**config.mk**
```make
export PLATFORM = sky130hd
export DESIGN_NAME = pipe_stage_regs
export DESIGN_NICKNAME = d
export VERILOG_FILES = /design/src/rtl/pipe_stage_regs.sv
export SDC_FILE = /design/constraint.sdc
export NUM_CORES = 1
export LEC_CHECK = 0
export ABC_AREA = 1
export CAP_MARGIN = 20
export CORE_UTILIZATION = 37
export CTS_BUF_LIST = sky130_fd_sc_hd__clkbuf_16
export DETAILED_ROUTE_END_ITERATION = 10
export PLACE_DENSITY = 0.84
export SLEW_MARGIN = 40
export SYNTH_ARGS = -nofsm -noshare
export SYNTH_HDL_FRONTEND = slang
export SYNTH_SLANG_ARGS = --single-unit
```
**constraint.sdc**
```tcl
create_clock -name clk -period 1.1 [get_ports clk]
set_input_delay 0.165 -clock clk [delete_from_list [all_inputs] [get_ports clk]]
set_output_delay 0.165 -clock clk [all_outputs]
set_load 0.02 [all_outputs]
```
**src/rtl/pipe_stage_regs.sv**
```systemverilog
// Elastic inter-stage register: STAGES valid/ready slots with stall, flush,
// bubble collapsing and masking of control bits whenever a slot is empty.
module pipe_stage_regs #(
  parameter int unsigned                PAYLOAD_WIDTH = 107,
  parameter int unsigned                STAGES        = 1,
  parameter logic [PAYLOAD_WIDTH-1:0]   CLEAR_MASK    = '0
) (
  input  logic                             clk,
  input  logic                             rst,
  input  logic                             flush,
  input  logic                             in_valid,
  output logic                             in_ready,
  input  logic [PAYLOAD_WIDTH-1:0]         in_data,
  output logic                             out_valid,
  input  logic                             out_ready,
  output logic [PAYLOAD_WIDTH-1:0]         out_data,
  output logic [$clog2(STAGES+1)-1:0]      occupancy
);

  localparam int unsigned OCC_W = $clog2(STAGES + 1);

  logic [PAYLOAD_WIDTH-1:0] slot_q [STAGES];
  logic [PAYLOAD_WIDTH-1:0] slot_d [STAGES];
  logic [STAGES-1:0]        v_q;
  logic [STAGES-1:0]        v_d;
  logic [STAGES:0]          rdy;
  logic [OCC_W-1:0]         occ;

  // A slot can take new contents when it is empty or its contents move on;
  // evaluated from the output side so empty slots absorb entries behind them.
  always_comb begin
    rdy         = '0;
    rdy[STAGES] = out_ready;
    for (int unsigned k = 0; k < STAGES; k++) begin
      rdy[STAGES-1-k] = !v_q[STAGES-1-k] || rdy[STAGES-k];
    end
  end

  always_comb begin
    v_d    = v_q;
    slot_d = slot_q;
    if (flush) begin
      v_d = '0;
      for (int unsigned k = 0; k < STAGES; k++) begin
        slot_d[k] = slot_q[k] & ~CLEAR_MASK;
      end
    end else begin
      if (rdy[0]) begin
        slot_d[0] = in_data;
        v_d[0]    = in_valid;
      end
      for (int unsigned k = 1; k < STAGES; k++) begin
        if (rdy[k]) begin
          slot_d[k] = slot_q[k-1];
          v_d[k]    = v_q[k-1];
        end
      end
    end
  end

  always_ff @(posedge clk) begin
    if (rst) begin
      v_q <= '0;
      for (int unsigned k = 0; k < STAGES; k++) begin
        slot_q[k] <= '0;
      end
    end else begin
      v_q    <= v_d;
      slot_q <= slot_d;
    end
  end

  always_comb begin
    occ = '0;
    for (int unsigned k = 0; k < STAGES; k++) begin
      occ = occ + OCC_W'(v_q[k]);
    end
  end

  assign in_ready  = rdy[0];
  assign out_valid = v_q[STAGES-1];
  assign out_data  = v_q[STAGES-1] ? slot_q[STAGES-1]
                                   : (slot_q[STAGES-1] & ~CLEAR_MASK);
  assign occupancy = occ;

endmodule

```
## Yosys cells after proc, flatten, opt, wreduce, memory -nomap -nowiden

Index checks and enable logic that the tools add are counted.

| operators by class | value |
|---|---|
| bitwise gates (word level) | 1 |
| shift-type cells | 0 |
| add/subtract/negate cells | 0 |
| reductions and logical operators | 4 |
| multipliers | 0 |
| equal/unequal tests | 0 |
| div/mod/pow operators | 0 |
| mux-type cells | 0 |
| order comparisons | 0 |

Operators by type and width:

| operator | count |
|---|---|
| $reduce_and A2 Y1 | 1 |
| $reduce_or A2 Y1 | 1 |
| $logic_not A1 Y1 | 1 |
| $logic_or A1 B1 Y1 | 1 |
| $not A1 Y1 | 1 |

| storage, ports and cells | value |
|---|---|
| bits in latches | 0 |
| memories kept | 0 |
| output and inout bits | 110 |
| bits in read-only memories | 0 |
| logic and storage cells | 7 |
| bits of input ports | 112 |
| flip-flop bits (word level) | 108 |
| bits in writable memories | 0 |

## Depth between registers and ports, before layout

| depth | value |
|---|---|
| depth in word-level cells | 3 |
| gate-level depth with buffers | 7 |
| mapped depth without buffers | 5 |

## Least setup slack after synthesis

Ideal clock, no wire load.

| path | value |
|---|---|
| path kind | flip-flop to flip-flop |
| start point | register v_q (netlist: out_valid) |
| end point | register slot_q (netlist bit out_data[100]) |
| buffers on the path | 2 |
| setup time | 0.115 ns |
| required time | 0.985 ns |
| arrival | 1.109 ns |
| setup slack | -0.124 ns |
| cell stages (with the launch flop) | 6 |
| clock period less this slack | 1.224 ns |
| path through | dfxtp_1 > nand2_4 > buf_6 > buf_2 > a21oi_1 > nor2_1 |

| on the way | value |
|---|---|
| word-level cells in the longest chain between the ends | 3 |

Ends and longest elaborated chain:

| what | RTL line | source |
|---|---|---|
| from (decl) | 24 | `logic [STAGES-1:0] v_q;` |
| from (signal assigned) | 68 | `v_q <= v_d;` |
| $logic_not A1 Y1 | 35 | `rdy[STAGES-1-k] = !v_q[STAGES-1-k] \|\| rdy[STAGES-k];` |
| $logic_or A1 B1 Y1 | 35 |  |
| named net in_ready | 12 | `output logic in_ready,` |
| $reduce_and A2 Y1 (no source line) | - |  |
| to (signal assigned) | 69 | `slot_q <= slot_d;` |
| to (decl) | 22 | `logic [PAYLOAD_WIDTH-1:0] slot_q [STAGES];` |

The timed path passes the listed nets, and every way through them passes these cells.
A chain may end at the register's enable or synchronous reset.

## Final worst setup path

| path | value |
|---|---|
| start point | register v_q (netlist: out_valid) |
| end point | output port occupancy |

RTL lines:

| what | RTL line | source |
|---|---|---|
| to (decl) | 17 | `output logic [$clog2(STAGES+1)-1:0] occupancy` |

No word-level cell between the ends.

==> results.tsv <==
stage	metric	value	unit
clock_tree	clock_latency	0.35	ns
floorplan	die_w	115.7	um
outcome	failed_checks	negative setup slack	
job	max_cap_violations	0	
layout	syn2layout_area_growth	53.34	%
setup_path	cp-start-kind	flop	
clock_tree	cts_hold_buf	0	
synth	synthDominantCellAreaShare	0.4522	
timing	setup_ws	-0.03987	ns
pwr	peakVddDrop	0.5755	mV
route	vias	5052	
place	dp_slack	-0.5423	ns
setup_path	crit_path_cell_trace	buf_4, buf_6	
place	dpl.hpwl	8921	um
timing	slew_viol_final	0	
floorplan	fp.coreArea	0.01262	mm2
place	placed_cell_area	0.007217	mm2
layout	multiInputGateArea	0.002101	mm2
pwr	power	9.428	mW
clock_tree	cts.path.max_buffers	2	
floorplan	die-area	0.01338	mm2
layout	seq_area	0.002166	mm2
timing	finalCriticalPeriod	1.140	ns
timing	tightest_slew	0.3357	ns
floorplan	row_count	41	
clock_tree	clock-root-buffer	clkbuf_16	
synth	syn_area	0.004781	mm2
setup_path	cp_slowest_cell	dfxtp_4	
global_routing	antenna_found_initial	0	
setup_path	end_kind	primary output	
clock_tree	cts_tree	built	
pwr	powerDensity	1286	mW/mm2
outcome	status	finished with violations	
layout	drive_above_1_share	0.2283	
synth	ys_warn_count	0	
global_routing	overflow	0	
route	postRouteAntennaNets	0	
place	port_buffers	221	
place	gp_congestion	0.7362	
route	drc	0	
synth	yosysTopAreaCell	dfxtp_1	
timing	fin_skew	0.005082	ns
clock_tree	htreeDepth	3	
timing	fmax	877.3	MHz
setup_path	crit_path_max_fanout	3	
worst_hold_path	hold_path_class	in2reg	
timing	timing.hold.ws	0.2311	ns
route	drtIter0Drc	328	
synth	synth_cell_types	13	
route	first_pass_iters	4	
floorplan	die_height	115.7	um
place	dp.cells	1069	
clock_tree	cts.clk_slew.worst_paths	0.07	ns
timing	rsz0062_at_grt	yes	
layout	finalInstanceArea	0.007331	mm2
route	wirelength	13870	um
timing	max-slew-margin-rel	0.7758	
floorplan	pin_count	222	
synth	ys.flop_type	dfxtp_1	
pwr	p_leak	3.831	nW
setup_path	worstSetupPathType	reg2out	
global_routing	grt_pass1_vias	4186	
timing	finalHoldViolations	0	
synth	syn_nets	819	
setup_path	cpPeakStageDelay	0.37	ns
global_routing	grt_pass1_wl	20180	um
clock_tree	cts_buffers	9	
route	post_drt_wl_per_cell	12.70	um
timing	finalSetupTns	-0.5712	ns
synth	seq_area_frac_synth	0.4522	
layout	fin_nets	1027	
global_routing	grt_max_degree	51	
global_routing	grt_usage	0.1916	
synth	ys_async_sr_fraction	0	
synth	postSynthCellCount	707	
route	via_per_inst	4.626	
setup_path	worstPathArrival	0.97	ns
timing	timing.final.crit_share	1.036	
layout	antennaDiodeCount	0	
floorplan	initial_utilization	0.3788	
synth	synth_edf_count	0	
synth	ys_seq_elements	108	
synth	syn_avg_cell_area	6.762	um2
layout	fin_cells	1092	
timing	setup_viol	48	
clock_tree	clock_sinks	108	
layout	fin_util	0.5809	
synth	yosys-top-cells-count	a21oi_1, dfxtp_1, inv_1	
layout	fillers	1234	
synth	synthTopCellsByArea	dfxtp_1, a21oi_1, nand3_1	
setup_path	required	0.94	ns
cell usage in the layout, fill, tap and decap left out:
cell and count:
clkinv_4 1, nor3_1 1, dlymetal6s2s_1 1, clkinv_2 2, dfxtp_1 107, clkbuf_16 13, a21oi_1 61, nand2_1 107
a21oi_2 47, dfxtp_4 1, clkdlybuf4s50_1 110, inv_2 1, nand2_8 1, buf_16 2, buf_2 106, buf_8 1
inv_1 110, buf_6 5, inv_4 1, nor2_1 107, nand3_1 103, buf_4 16, clkinv_1 3, buf_12 9
nand3_2 4
final cells by class:
| cell class | instances | share of cell area |
|---|---|---|
| inverters | 110 | 0.05718 |
| clock inverters | 7 | 0.003755 |
| repair buffers | 254 | 0.2961 |
| multi-input cells | 431 | 0.2866 |
| clock buffers | 9 | 0.03072 |
| well taps | 172 | 0.02936 |
| flip-flops and latches | 108 | 0.2954 |
| repair inverters | 1 | 0.0008534 |
power by group:
| group | switching (mW) | internal (mW) | leakage [nW] |
|---|---|---|---|
| sequential | 0.163 | 4.21 | 0.899 |
| clock | 1.38 | 1.49 | 0.136 |
| combinational | 1.18 | 1.01 | 2.80 |
flip-flops by register name, summed over array words and instances (netlist names):
| register | flops |
|---|---|
| out_data | 107 |
| out_valid | 1 |
logic make-up (layout without fill, tap and decap cells):
logic type	count (synthesis)	after routing	synth area share
flops	108	108	0.4522
simple gates	323	323	0.2834
compound gates	108	108	0.1131
buf+inv	168	381	0.1513
metal layers:
layer | up-vias | track usage | part of all wire
met3 | 15 | 0.06381 | 0.088
met1 | 2255 | 0.2327 | 0.43
met4 | 0 | 0.07949 | 0.016
met2 | 171 | 0.3118 | 0.47
li1 | 2611 | - | -
met5 | - | 0 | 0
critical path, delay by kind of cell, from the launching register on:
family / cells / cell delay [ns]
flops: 1 / 0.37
buf+inv: 2 / 0.26
worst paths after layout:
check	startpoint	to	slack [ns]	depth (start not counted)
worst max register to register	out_valid$_SDFFE_PP0P_	out_data[78]$_SDFFE_PP0P_	-0.04	5
worst min register to register	out_data[66]$_SDFFE_PP0P_	out_data[66]$_SDFFE_PP0P_	0.47	2
worst max-delay path	out_valid$_SDFFE_PP0P_	occupancy	-0.04	2
worst min-delay path	flush	out_valid$_SDFFE_PP0P_	0.23	2
what timing repair did:
item / in CTS / in global routing
setup buffers: 0 / 1
endpoints found under the setup margin: 190 / 105
resized for setup: 453 / 56
hold endpoints to repair: 0 / 0
gates cloned: 1 / 5
Power figures use the tool's default switching activity.
